## src/rtl/b1_scfifo_ptr_mem.sv

```systemverilog
// Storage array, read/write pointers and used-word counter for a single-clock FIFO.
// The companion control FSM supplies wr_ena, rd_ena and full_fsm; this block
// qualifies the user requests with them and derives the status flags.
module b1_scfifo_ptr_mem #(
  parameter int DWIDTH           = 8,
  parameter int AWIDTH           = 8,
  parameter int ALMOST_FULL_VAL  = 2**AWIDTH - 4,
  parameter int ALMOST_EMPTY_VAL = 4
) (
  input  logic              clk_i,
  input  logic              srst_n_i,
  input  logic [DWIDTH-1:0] data_i,
  input  logic              wrreq_i,
  input  logic              rdreq_i,
  input  logic              wr_ena,
  input  logic              rd_ena,
  input  logic              full_fsm,
  output logic [DWIDTH-1:0] q_o,
  output logic [AWIDTH-1:0] usedw_o,
  output logic              almost_full_o,
  output logic              almost_empty_o,
  output logic              overflow_o,
  output logic              underflow_o
);

  localparam int DEPTH = 2**AWIDTH;
  // Thresholds are compared against a count one bit wider than usedw so that
  // the full-depth case (usedw wrapped to 0) is representable.
  localparam logic [AWIDTH:0] AF_THR = (AWIDTH+1)'(ALMOST_FULL_VAL);
  localparam logic [AWIDTH:0] AE_THR = (AWIDTH+1)'(ALMOST_EMPTY_VAL);

  logic [DWIDTH-1:0] mem_q [DEPTH];

  logic [AWIDTH-1:0] wr_ptr_q, wr_ptr_d;
  logic [AWIDTH-1:0] rd_ptr_q, rd_ptr_d;
  logic [AWIDTH-1:0] usedw_q,  usedw_d;
  logic [DWIDTH-1:0] q_q,      q_d;
  logic              ovf_q,    ovf_d;
  logic              unf_q,    unf_d;

  logic              wr_fire;
  logic              rd_fire;
  logic [AWIDTH:0]   cnt;

  assign wr_fire = wrreq_i & wr_ena;
  assign rd_fire = rdreq_i & rd_ena;

  // Next-state for pointers, count, read data and sticky error flags.
  always_comb begin
    wr_ptr_d = wr_ptr_q;
    rd_ptr_d = rd_ptr_q;
    usedw_d  = usedw_q;
    q_d      = q_q;
    ovf_d    = ovf_q | (wrreq_i & ~wr_ena);
    unf_d    = unf_q | (rdreq_i & ~rd_ena);

    if (wr_fire) begin
      wr_ptr_d = wr_ptr_q + AWIDTH'(1);
    end
    if (rd_fire) begin
      rd_ptr_d = rd_ptr_q + AWIDTH'(1);
      q_d      = mem_q[rd_ptr_q];
    end

    // Simultaneous read and write leave the count unchanged.
    case ({wr_fire, rd_fire})
      2'b10:   usedw_d = usedw_q + AWIDTH'(1);
      2'b01:   usedw_d = usedw_q - AWIDTH'(1);
      default: usedw_d = usedw_q;
    endcase
  end

  // State registers with synchronous active-low reset.
  always_ff @(posedge clk_i) begin
    if (!srst_n_i) begin
      wr_ptr_q <= '0;
      rd_ptr_q <= '0;
      usedw_q  <= '0;
      q_q      <= '0;
      ovf_q    <= 1'b0;
      unf_q    <= 1'b0;
    end else begin
      wr_ptr_q <= wr_ptr_d;
      rd_ptr_q <= rd_ptr_d;
      usedw_q  <= usedw_d;
      q_q      <= q_d;
      ovf_q    <= ovf_d;
      unf_q    <= unf_d;
    end
  end

  // Storage array; not reset, writes suppressed while reset is asserted.
  always_ff @(posedge clk_i) begin
    if (srst_n_i && wr_fire) begin
      mem_q[wr_ptr_q] <= data_i;
    end
  end

  // Stored count: full_fsm resolves the wrapped usedw==0 at full depth.
  always_comb begin
    cnt            = full_fsm ? {1'b1, {AWIDTH{1'b0}}} : {1'b0, usedw_q};
    almost_full_o  = (cnt >= AF_THR);
    almost_empty_o = (cnt <  AE_THR);
  end

  assign q_o         = q_q;
  assign usedw_o     = usedw_q;
  assign overflow_o  = ovf_q;
  assign underflow_o = unf_q;

endmodule

```

## config.mk

```make
export PLATFORM = sky130hd
export DESIGN_NAME = b1_scfifo_ptr_mem
export DESIGN_NICKNAME = d
export VERILOG_FILES = /design/src/rtl/b1_scfifo_ptr_mem.sv
export SDC_FILE = /design/constraint.sdc
export NUM_CORES = 2
export LEC_CHECK = 0
export CORE_ASPECT_RATIO = 1.1
export CORE_MARGIN = 2
export CORE_UTILIZATION = 45
export CTS_CLUSTER_DIAMETER = 120
export CTS_CLUSTER_SIZE = 28
export DETAILED_ROUTE_END_ITERATION = 6
export GPL_ROUTABILITY_DRIVEN = 1
export PLACE_DENSITY_LB_ADDON = 0.25
export SYNTH_ARGS = -nofsm -noshare
export SYNTH_HDL_FRONTEND = slang
export SYNTH_SLANG_ARGS = --single-unit
```

## constraint.sdc

```tcl
create_clock -name clk_i -period 4.2 [get_ports clk_i]
set_clock_uncertainty 0.2 [all_clocks]
set_input_delay 0.84 -clock clk_i [delete_from_list [all_inputs] [get_ports clk_i]]
set_output_delay 0.84 -clock clk_i [all_outputs]
set_load 0.01 [all_outputs]
```

==> summary.md <==
| Metric | Value |
|---|---|
| Core box area | `0.1797 mm^2` |
| DR vias | `40.87k` |
| Clk pin slew, worst setup/hold paths | `0.11 ns` |
| Hold crit path type | `reg -> reg` |
| Placed cell area | `0.08750 mm^2` |
| First-pass GRT wire length | `293,000 um` |
| Htree depth | `3` |
| Initial antenna violation count | `4` |
| Power per cell area | `386.7 mW/mm^2` |
| Post-route setup TNS | `0 ns` |
| Worst-Margin Slew | `1.010 ns` |
| HPWL after DPL | `130,800 um` |
| Critical Path Most Common Cell | `buf_4` |
| Clk_lat worst skew | `0.77 ns` |
| Worst EP required | `4.64 ns` |
| Reg-to-Reg End | `q_o[4]` |
| RSZ-0062 raised after global routing | `false` |
| Placed Cells | `6,740` |
| Maximum root-to-sink buffer count | `3` |
| Setup Crit Path Kind | `reg -> reg` |
| Largest net degree at the start of global routing | `141` |
| CTS Root Cell | `clkbuf_16` |
| Yosys warnings | `0` |
| RD Place Congestion | `0.8941` |
| Initial DRC Count | `5,134` |
| Non-filler cells, final | `6,875` |
| Max-cap viol count | `0` |
| Final period util | `0.8902` |
| Clk sink count | `2,082` |
| Boundary Pins | `35` |
| Die ar. | `0.1845 mm^2` |
| #FFs+latches synth | `2,082` |
| Post-CTS Setup Repair Bufs | `0` |
| Crit-path max cell delay | `0.61 ns` |
| Setup crit end kind | `register` |
| Slowest cell on the critical path | `dfxtp_4` |
| Outcome | `completed` |
| Fmax | `267.5 MHz` |
| Minimum clock period after layout | `3.739 ns` |
| Synthesized area per cell | `19.86 um^2` |
| Layout cells sized above 1 | `0.2321` |
| Startpoint type of the worst setup path | `register` |
| Post-route ant nets | `0` |
| Crit path to | `q_o[4]` |
| Mapped Area | `0.08148 mm^2` |
| Slew Viols, Final | `0` |
| CP arrival | `4.18 ns` |
| Post-synth EDFFs | `2,048` |
| Vias/cell | `5.944` |
| Leak | `0.02731 uW` |
| Die H | `450.3 um` |
| Cells after synthesis | `4,103` |
| R2R setup slack | `0.46 ns` |
| WL/cell | `29.52 um` |
| # resized after CTS | `0` |
| Hold-fix buffers, CTS | `0` |
| Post-synth cell types | `65` |
| Final instance area | `0.08997 mm^2` |
| Vias in the first global route | `40.89k` |
| CTS buffer count | `85` |
| PortBufs | `34` |
| Seq/Total Area, Yosys | `0.7631` |
| Ys async rst share | `0` |
| Peak VDD IR | `0.0002777 V` |
| Crit path from | `rd_ptr_q[0]` |
| Crit Path Max Fanout | `17` |
| Fin Hold WS | `0.2839 ns` |
| Max-slew headroom | `0.3264` |
| Worst-case reg-to-reg path depth | `9` |
| Main flop type after synthesis | `edfxtp_1` |
| Die Width | `409.7 um` |
| FF-to-FF Start | `rd_ptr_q[0]` |
| Starting Density | `0.4535` |
| Worst path cell trace | `buf_12 > buf_4 > mux4_2 > a221oi_2 > o21ai_1 > nor4_1 > buf_4 > nor3b_1 > a221o_1` |
| Cell row count | `163` |
| DRC | `0` |
| CTS tree | `built` |
| Area grow syn2layout | `10.42%` |
| Endpoints failing setup | `0` |
| DRT Pass-1 Iters | `7` |
| GRT Util Overall | `0.2188` |
| GR Overflow Total | `0` |
| Final Net Count | `4,458` |
| Hold violation count in the final report | `0` |
| Mapped Nets | `4,126` |
| WL final | `203,000 um` |
## Yosys cell counts (13+ instances only)
master,n,area [um^2]
buf_1,25,93.84
and2_1,21,131.4
nor3_1,36,180.2
clkbuf_1,113,424.2
buf_4,27,202.7
nand2_1,160,600.6
nor2_1,312,1171
buf_2,47,235.2
a221oi_1,15,131.4
a211oi_1,21,157.7
mux4_2,413,9301
o221ai_1,78,683.2
o21ai_0,36,180.2
a22oi_1,62,465.5
mux2i_1,214,2142
dfxtp_1,34,680.7
o22ai_1,55,344.1
nand3_1,51,255.2
nor2b_1,16,100.1
xnor2_1,13,113.9
buf_6,31,349.1
a21oi_1,74,370.4
nand4_1,22,137.6
edfxtp_1,2048,61500
mux2_2,25,281.5
## report_power, final
group	switching [uW]	internal (uW)
registers	51.1	22800
clock network	6120	3990
logic	1070	775
## critical path, delay by kind of cell, from the launching register on
family                 cells  cell delay [ns]
muxes                      1             0.53
buffers and inverters      3             0.76
DFF                        1             0.61
and+or+nand+nor            2             0.66
AOI/OAI and AO/OA          3             0.84
## routing by layer
metal / part of all wire / vias to the layer above / track usage
met5: 0.000064 / - / 0
met3: 0.068 / 267 / 0.03134
met2: 0.49 / 1438 / 0.3574
met1: 0.41 / 21770 / 0.3039
li1: - / 17390 / -
met4: 0.034 / 2 / 0.07324
## placed cells by master (no fill, tap or decap), types with 13 or more instances in the layout
| master | instances |
|---|---|
| xnor2_1 | 13 |
| o21ai_0 | 36 |
| mux2i_1 | 214 |
| o221ai_1 | 78 |
| mux2_2 | 25 |
| mux4_2 | 413 |
| buf_4 | 424 |
| a22oi_1 | 62 |
| buf_12 | 41 |
| a211oi_1 | 21 |
| nand4_1 | 22 |
| and2_1 | 20 |
| nand2_1 | 159 |
| nor2b_1 | 14 |
| nor2_1 | 311 |
| nor3_1 | 35 |
| clkdlybuf4s50_1 | 26 |
| o22ai_1 | 55 |
| clkbuf_1 | 37 |
| nand3_1 | 40 |
| a21oi_1 | 74 |
| clkbuf_16 | 89 |
| edfxtp_1 | 2048 |
| dfxtp_1 | 29 |
| a221oi_1 | 15 |
## worst min path at each step
stage               depth (start not counted)     endpoint  slack, ns   startpoint
floorplan                                   2  rd_ptr_q[7]       0.28  rd_ptr_q[7]
global placement                            1  underflow_o       0.25  underflow_o
detailed placement                          1  underflow_o       0.26  underflow_o
CTS                                         1  underflow_o       0.29  underflow_o
global route                                1  underflow_o       0.32  underflow_o
finish                                      1  underflow_o       0.28  underflow_o
## area by class of cell
type                            count  area (um^2)
Fill cell                       14390        89710
Sequential cell                  2082        62190
Multi-Input combinational cell   1753        17880
Timing Repair Buffer              499         4377
Tap cell                         2392         2993
Clock buffer                      126         2366
Clock inverter                      6        98.84
Inverter                           14        57.56
Antenna cell                        3        7.507
## through the flow
stage | utilization | power [uW] | setup slack [ns]
after floorplan | - | 24400 | 0.2178
after global placement | 0.4870 | 25150 | 0.01446
after detailed placement | 0.4870 | 25180 | 0.02813
after CTS | 0.5007 | 35020 | 0.4945
after global routing | 0.5007 | 35740 | 0.3324
final | 0.5007 | 34790 | 0.4612
## registers in the layout, summed over array words and instances, names as in the netlist
name / flops
q_o: 8
wr_ptr_q: 8
usedw_o: 8
underflow_o: 1
mem_q: 2048
rd_ptr_q: 8
overflow_o: 1
## kinds of logic after synthesis
group	Yosys count	share of synthesized area
compound gates	405	0.03512
xor+xnor	22	0.002365
fa+ha+maj	8	0.001229
buf+inv	268	0.01875
flops	2082	0.7631
mux	652	0.1439
simple gates	666	0.03552
Power figures use the tool's default switching activity.
